File: src/rtl/cla_seq_pkg.sv
// Shared types for the multi-precision CLA sequencer.
package cla_seq_pkg;

  typedef enum logic [1:0] {
    IDLE = 2'd0,
    RUN  = 2'd1,
    DONE = 2'd2
  } state_t;

  localparam int DEF_WORDS = 4;

  // Word index width, never narrower than one bit.
  function automatic int idx_width(input int words);
    return (words <= 2) ? 1 : $clog2(words);
  endfunction

  localparam int IDX_W = idx_width(DEF_WORDS);

endpackage

File: src/rtl/cla_seq_ctrl_cla.sv
// Single-word carry-lookahead adder; every carry is a flat sum of generate terms.
module cla_seq_ctrl_cla #(
  parameter int DWIDTH = 8
) (
  input  logic [DWIDTH-1:0] a,
  input  logic [DWIDTH-1:0] b,
  input  logic              cin,
  output logic [DWIDTH-1:0] sum,
  output logic              cout
);

  logic [DWIDTH-1:0] g;
  logic [DWIDTH-1:0] p;
  logic [DWIDTH:0]   c;

  assign g = a & b;
  assign p = a ^ b;

  always_comb begin
    logic acc;
    logic prop;
    c    = '0;
    c[0] = cin;
    for (int i = 0; i < DWIDTH; i++) begin
      acc  = g[i];
      prop = p[i];
      for (int j = i - 1; j >= 0; j--) begin
        acc  = acc | (prop & g[j]);
        prop = prop & p[j];
      end
      c[i+1] = acc | (prop & cin);
    end
  end

  assign sum  = p ^ c[DWIDTH-1:0];
  assign cout = c[DWIDTH];

endmodule

File: src/rtl/cla_seq_ctrl.sv
// Multi-precision add/subtract sequencer: one CLA word per cycle, LS word first.
module cla_seq_ctrl
  import cla_seq_pkg::*;
#(
  parameter int DWIDTH = 8,
  parameter int WORDS  = 4
) (
  input  logic                    clk,
  input  logic                    rst_n,
  input  logic                    in_valid,
  output logic                    in_ready,
  input  logic [WORDS*DWIDTH-1:0] in_a,
  input  logic [WORDS*DWIDTH-1:0] in_b,
  input  logic                    in_sub,
  input  logic                    in_cin,
  output logic                    out_valid,
  input  logic                    out_ready,
  output logic [WORDS*DWIDTH-1:0] out_sum,
  output logic                    out_cout,
  output logic                    out_ovf,
  output logic                    busy,
  output state_t                  dbg_state
);

  localparam int W    = WORDS * DWIDTH;
  localparam int IDXW = idx_width(WORDS);

  // Handshake: a transfer happens on a rising edge where valid and ready are
  // both high; ready/valid here are decoded from state only.
  state_t            state_q, state_d;
  logic [IDXW-1:0]   idx_q;
  logic [W-1:0]      a_q, b_q, res_q;
  logic              carry_q;
  logic              last;
  logic [DWIDTH-1:0] cla_sum;
  logic              cla_cout;

  assign last = (idx_q == IDXW'(WORDS - 1));

  always_ff @(posedge clk or negedge rst_n) begin
    if (!rst_n) state_q <= IDLE;
    else        state_q <= state_d;
  end

  always_comb begin
    state_d = state_q;
    case (state_q)
      IDLE:    if (in_valid)  state_d = RUN;
      RUN:     if (last)      state_d = DONE;
      DONE:    if (out_ready) state_d = IDLE;
      default: state_d = IDLE;
    endcase
  end

  always_comb begin
    in_ready  = (state_q == IDLE);
    out_valid = (state_q == DONE);
    busy      = (state_q != IDLE);
  end

  cla_seq_ctrl_cla #(.DWIDTH(DWIDTH)) u_cla (
    .a    (a_q[int'(idx_q)*DWIDTH +: DWIDTH]),
    .b    (b_q[int'(idx_q)*DWIDTH +: DWIDTH]),
    .cin  (carry_q),
    .sum  (cla_sum),
    .cout (cla_cout)
  );

  // Subtract is A + ~B + 1, so B is inverted once at capture.
  always_ff @(posedge clk or negedge rst_n) begin
    if (!rst_n) begin
      a_q     <= '0;
      b_q     <= '0;
      res_q   <= '0;
      carry_q <= 1'b0;
      idx_q   <= '0;
    end else if (state_q == IDLE && in_valid) begin
      a_q     <= in_a;
      b_q     <= in_sub ? ~in_b : in_b;
      carry_q <= in_sub ? 1'b1 : in_cin;
      idx_q   <= '0;
    end else if (state_q == RUN) begin
      res_q[int'(idx_q)*DWIDTH +: DWIDTH] <= cla_sum;
      carry_q <= cla_cout;
      if (!last) idx_q <= idx_q + 1'b1;
    end
  end

  assign out_sum   = res_q;
  assign out_cout  = carry_q;
  assign out_ovf   = (a_q[W-1] ~^ b_q[W-1]) & (a_q[W-1] ^ res_q[W-1]);
  assign dbg_state = state_q;

endmodule

File: config.mk
export PLATFORM = sky130hd
export DESIGN_NAME = cla_seq_ctrl
export DESIGN_NICKNAME = d
export VERILOG_FILES = /design/src/rtl/cla_seq_pkg.sv /design/src/rtl/cla_seq_ctrl_cla.sv /design/src/rtl/cla_seq_ctrl.sv
export SDC_FILE = /design/constraint.sdc
export NUM_CORES = 1
export LEC_CHECK = 0
export BUFFER_PORTS_ARGS = -buffer_cell sky130_fd_sc_hd__buf_2
export CAP_MARGIN = 20
export CORE_ASPECT_RATIO = 2
export CORE_MARGIN = 8
export CORE_UTILIZATION = 58
export CTS_CLUSTER_SIZE = 14
export DETAILED_ROUTE_END_ITERATION = 8
export PLACE_DENSITY_LB_ADDON = 0.15
export SLEW_MARGIN = 20
export SYNTH_ARGS = -nofsm -noshare
export SYNTH_HDL_FRONTEND = slang
export SYNTH_SLANG_ARGS = --single-unit
File: constraint.sdc
create_clock -name clk -period 4.73 [get_ports clk]
set_input_delay 0.2365 -clock clk [delete_from_list [all_inputs] [get_ports clk]]
set_output_delay 0.2365 -clock clk [all_outputs]
set_load 0.02 [all_outputs]
# Word level (Yosys, flattened, before mapping)
# Index checks and enable logic that the tools add are counted.
# word_totals
out_inout_bits	39
ff_bits	101
in_bits	70
# classes
shift	4
n_addsub	2
n_reduce_logical	7
bitwise	108
n_mux	12
n_eq_ne	7
# ops
cell	count
1-bit bitwise AND	65
32-bit by 6-bit variable part select with 8-bit output	2
1-bit OR	36
5-bit negator with 33-bit output	1
8-bit by 33-bit variable shift with 32-bit output (first input constant)	1
8-bit by 33-bit variable part select with 32-bit output	1
32-bit bitwise mux	1
32-bit two-way mux	1
32-bit inverter	1
8-bit XOR	2
2-bit two-way mux	6
8-bit bitwise AND	1
2-bit case mux with 3 select lines	1
2-bit == test (second input constant)	2
2-bit by 1-bit != test with 1-bit output (second input constant)	2
2-bit != test (second input constant)	2
2-bit AND reduction	2
2-bit nonzero test	2
1-bit two-way mux	3
3-bit AND reduction	1
2-bit by 1-bit adder with 2-bit output (second input constant)	1
2-bit by 1-bit == test with 1-bit output (second input constant)	1
2-bit logical NOT	1
1-bit logical AND	1
3 further kinds	3

# Depth between registers and ports, before layout
# logic_depth
word_depth	13
depth_mapped	9
depth_no_buf	6

# Hierarchy
# A second synthesis with hierarchy kept.
# hier_totals
hier_cells	379
area_unflattened_um2	4928.5
# modules_own_cells
module	seq_area_each_um2	cells_per_inst	instances	area_each_um2
cla_seq_ctrl	2527.4	338	1	4595.7
cla_seq_ctrl_cla	0.0	41	1	332.8

# Worst setup path before layout
# Ideal clock, no wire load.
# synth_timing
kind	flip-flop to flip-flop
start	register idx_q[1]
end	register res_q[14], in the netlist out_sum[14]
t_arrival_ps	2765
required_time_ps	4587
path_stages_with_launch	10
slack_ps	1822
synth_period_minus_slack_ps	2908
cell_sequence	dfrtp_1 clkbuf_1 clkbuf_1 mux4_2 ha_1 clkbuf_2 a21oi_1 a21boi_0 nor4_1 o31ai_1
# synth_via
elab_chain_cells	13
elab_cells_between_ends	86
cone_classes	1 x add/sub; 4 x shift; 1 x mux; 80 x bitwise
# synth_lines
item	line	source
start: declaration	cla_seq_ctrl.sv:31	logic [IDXW-1:0] idx_q;
start signal: assignment	cla_seq_ctrl.sv:85	if (!last) idx_q <= idx_q + 1'b1;
32-bit by 6-bit variable part select with 8-bit output, on equally long branches	cla_seq_ctrl.sv:62, cla_seq_ctrl.sv:63	
8-bit XOR or 8-bit bitwise AND (tied branches)	cla_seq_ctrl_cla.sv:17, cla_seq_ctrl_cla.sv:16	
1-bit bitwise AND, on equally long branches	cla_seq_ctrl_cla.sv:28, cla_seq_ctrl_cla.sv:29	
1-bit OR, or another cell as far along (5 in a row)	cla_seq_ctrl_cla.sv:28	acc = acc | (prop & g[j]);
1-bit OR or 1-bit bitwise AND (tied branches)	cla_seq_ctrl_cla.sv:28, cla_seq_ctrl_cla.sv:31	
1-bit OR	cla_seq_ctrl_cla.sv:31	c[i+1] = acc | (prop & cin);
8-bit XOR	cla_seq_ctrl_cla.sv:35	assign sum = p ^ c[DWIDTH-1:0];
8-bit by 33-bit variable part select with 32-bit output	cla_seq_ctrl.sv:83	res_q[int'(idx_q)*DWIDTH +: DWIDTH] <= cla_sum;
32-bit bitwise mux *	cla_seq_ctrl.sv:83	
end signal: indexed assignment	cla_seq_ctrl.sv:83	
end: declaration	cla_seq_ctrl.sv:32	logic [W-1:0] a_q, b_q, res_q;
# Every way passes the cells marked *; elsewhere a longest branch is shown, timed or not.
# A chain may end at the register's enable or synchronous reset.

# Final worst setup path
# layout_timing
start	register idx_q[0]
end	register res_q[15], in the netlist out_sum[15]
# The elaborated chain is that of the path after synthesis.

==> metrics.log <==
INFO  metric status = finished, final reports clean
INFO  metric critPathMostFrequentCell = nor4_1
INFO  metric placedCellCount = 594
INFO  metric maxClockFrequency = 307.7 MHz
INFO  metric clock_slew_at_the_register_clock_pins_of_the_worst_setup_and_hold_paths = 0.07 ns
INFO  metric start_util = 0.5932
INFO  metric slew_headroom = 0.3347
INFO  metric crit_path_end_kind = flop
INFO  metric cp_max_fo = 11
INFO  metric routed_met3_length = 458 um
INFO  metric firstDrtPassIters = 4
INFO  metric cts_resized = 0
INFO  metric die-width = 80.89 um
INFO  metric die_h = 145.8 um
INFO  metric power.ir.vdd_worst = 0.4221 mV
INFO  metric crit_required = 4.93 ns
INFO  metric timing.clock.skew = 0.005525 ns
INFO  metric wl_met1 = 4415 um
INFO  metric synth.area.top_cells = dfrtp_1 52%, mux2_2 7.4%, mux4_2 7.4%
INFO  metric highest-signal-layer = met4
INFO  metric post_synth_instance_area = 0.004883 mm2
INFO  metric net_switching_share_of_the_total_power = 0.4298
INFO  metric core = 0.008233 mm2
INFO  metric critPathLaunchType = flop
INFO  metric number_of_buffers_inserted_for_hold_repair_after_clock_tree_synthesis = 1
INFO  metric final_layout_size_suffix_gt1_frac = 0.3528
INFO  metric grt-ovfl-total = 0
INFO  metric min_from = in_a[9]
INFO  metric ys_warn_count = 0
INFO  metric grt_usage = 0.2032
INFO  metric antenna_cells_inserted = 0
INFO  metric grt_first_pass_wirelength = 18690 um
INFO  metric top_level_ports = 109
INFO  metric syn_avg_cell_area = 12.06 um2
INFO  metric fp.dieArea = 0.01179 mm2
INFO  metric report.final.slew_viol_count = 0
INFO  metric rr_startpoint = idx_q[0]
INFO  metric ctsLongestPathBuffers = 2
INFO  metric setup_total_negative_slack = 0 ns
INFO  metric clk_latency = 0.34 ns
INFO  metric numCtsBuffers = 9
INFO  metric synth-edff-count = 0
INFO  metric ctsRootBufferMaster = clkbuf_16
INFO  metric max_cap_viol_count = 0
INFO  metric met2_wirelength = 6243 um
INFO  metric postSynth.topFlopCell = dfrtp_1
INFO  metric critPathArrivalTime = 3.45 ns
INFO  metric tritoncts = built
INFO  metric detailedRoute.firstIterationViolations = 144
INFO  metric pwr_density_cell = 844.7 mW/mm2
INFO  metric post-cts-setup-buffer-count = 0
INFO  metric cts.sinks = 101
INFO  metric ys_top_cells_by_count = 101 x dfrtp_1, 40 x a21oi_1, 38 x nor2_1, 34 x xnor2_1, 32 x mux2_2
INFO  metric portBuffers = 108
INFO  metric seq_area_frac_synth = 0.5176
INFO  metric synthesis.instances = 405
INFO  metric placementRows = 47
INFO  metric postSynthRegisterBits = 101
INFO  metric pleak = 2.658 nW
INFO  metric synth_top_area_frac = 0.5176
INFO  metric synth_largest_area_cell = dfrtp_1
INFO  metric power_switching = 2.102 mW
INFO  metric pwr-share-seq = 0.314
INFO  metric layout.filler_cells = 627
INFO  metric avgViaCountPerCell = 5.773
INFO  metric gpl.final_weighted_congestion = 0.8469
INFO  metric yosysMostFrequentCell = dfrtp_1
INFO  metric crit_path_start = idx_q[0]
INFO  metric antenna_violations_before_repair = 0
INFO  metric worst-setup-path-type = reg2reg
INFO  metric min_period = 3.250 ns
INFO  metric timing.final.hold_violations = 0
INFO  metric async_reset_ff_frac = 1.000
INFO  metric syn2layout_area_growth = 18.60%
INFO  metric ant_nets = 0
INFO  metric min-delay-path-class = in2reg
INFO  metric timing_worst_slew_pin_value = 0.9979 ns
INFO  metric post_layout_nonfiller_instances = 611
INFO  metric detailroute.via_count = 3527
INFO  metric cells_traversed_along_the_worst_timing_path = mux4_2 -> ha_1 -> a211oi_1 -> nor4_1 -> nor4_1 -> o31ai_1
INFO  metric crit_path_top_delay_cell = dfrtp_1
INFO  metric layout_net_count = 593
INFO  metric intPower = 2.790 mW
INFO  metric ys_types = 45
INFO  metric grt_start_max_net_pins = 99
INFO  metric worst_path_largest_cell_delay = 0.74 ns
INFO  metric rsz0062_at_grt = no
INFO  metric min_period_over_period = 0.6872
INFO  metric cp_top_family = simple AND/OR/NAND/NOR gates
INFO  metric h_tree_depth = 3
INFO  metric first_global_vias = 3910
INFO  metric power_frac_comb = 0.536
INFO  metric detailedPlacementHpwl = 8704 um
INFO  metric wl_per_cell = 18.94 um
INFO  metric drt_drc_violations_left = 0
INFO  metric postRouteWirelength = 11570 um
INFO  metric clockPowerShare = 0.150
INFO  metric worstPathBufferInverterCount = 0
INFO  metric fin_util = 0.7035
INFO  metric syn_nets = 490
INFO  metric setup_viol = 0
[layout by cell type (no fill, tap or decap), drive strengths merged, types with 2 or more instances in the layout]
cell type | synthesis | layout
a22o | 21 | 21
ha | 14 | 14
a211oi | 3 | 3
a21o | 2 | 2
mux4 | 16 | 16
nor2 | 38 | 38
inv | 7 | 7
dfrtp | 101 | 101
clkinv | 0 | 2
or3 | 3 | 3
o31a | 2 | 2
nor3 | 4 | 4
clkbuf | 7 | 12
nand2 | 24 | 24
a211o | 2 | 2
mux2 | 32 | 32
xnor2 | 34 | 34
o31ai | 8 | 8
nand3 | 2 | 2
o21ai | 9 | 9
nor3b | 2 | 2
buf | 14 | 112
nor4 | 4 | 4
a21oi | 40 | 40
[stage by stage]
step                hold WS (ns)  instance area [um2]  setup WS, ns  total power [mW]
floorplan               -0.05909                 4883         1.822             3.446
CTS                       0.1208                 5792         1.518             4.902
detailed placement        0.2971                 5488         1.528             4.160
global placement          0.2909                 5488         1.629             4.051
global route              0.1191                 5792         1.043             5.230
finish                    0.1206                 5792         1.480             4.892
[layout make-up]
class                           instances  area, um2  area share
Clock buffer                           12      246.5     0.04256
Clock inverter                          4      47.55    0.008209
Inverter                                7      26.28    0.004537
Multi-Input combinational cell        276       2238      0.3865
Sequential cell                       101       2527      0.4364
Tap cell                               98      122.6     0.02117
Timing Repair Buffer                  113      583.1      0.1007
[worst reg2reg max path, stage by stage, from the launching register on]
cell and delay [ns]:
dfrtp_1 0.74, mux4_2 0.63, ha_1 0.35, a211oi_1 0.48, nor4_1 0.16, nor4_1 0.60
o31ai_1 0.15
[per-layer routing]
layer | track usage | vias to the layer above
met5 | 0 | -
met1 | 0.2220 | 1744
li1 | - | 1661
met3 | 0.02475 | 27
met4 | 0.1252 | 0
met2 | 0.3528 | 95
[final timing paths]
kind / endpoint / slack, ns / cells past startpoint
max: out_sum[15] / 1.48 / 6
min: a_q[9] / 0.12 / 2
max reg2reg: out_sum[15] / 1.48 / 6
min reg2reg: out_sum[22] / 0.49 / 2
max in group asynchronous: out_sum[6] / 3.21 / 3
min in group asynchronous: out_sum[2] / 0.45 / 2
[logic make-up after synthesis]
family                     synth area share
DFF                                  0.5175
AOI/OAI and AO/OA                    0.1263
buffers and inverters               0.02511
adders and majority gates           0.03997
muxes                                0.1496
and+or+nand+nor                     0.08046
xor gates and xnor gates            0.06098
[power by group through the flow]
stage	Combinational (mW)	Clock, mW	Sequential [mW]
floorplan	1.86	0	1.59
global placement	2.52	0	1.53
detailed placement	2.61	0	1.55
CTS	2.63	0.734	1.54
global route	2.86	0.771	1.59
finish	2.62	0.733	1.54
[registers in the layout, indices dropped and copies added (netlist names)]
signal	flops
idx_q	2
out_sum	32
dbg_state	2
b_q	32
out_cout	1
a_q	32
(Power assumes the default switching activity.)
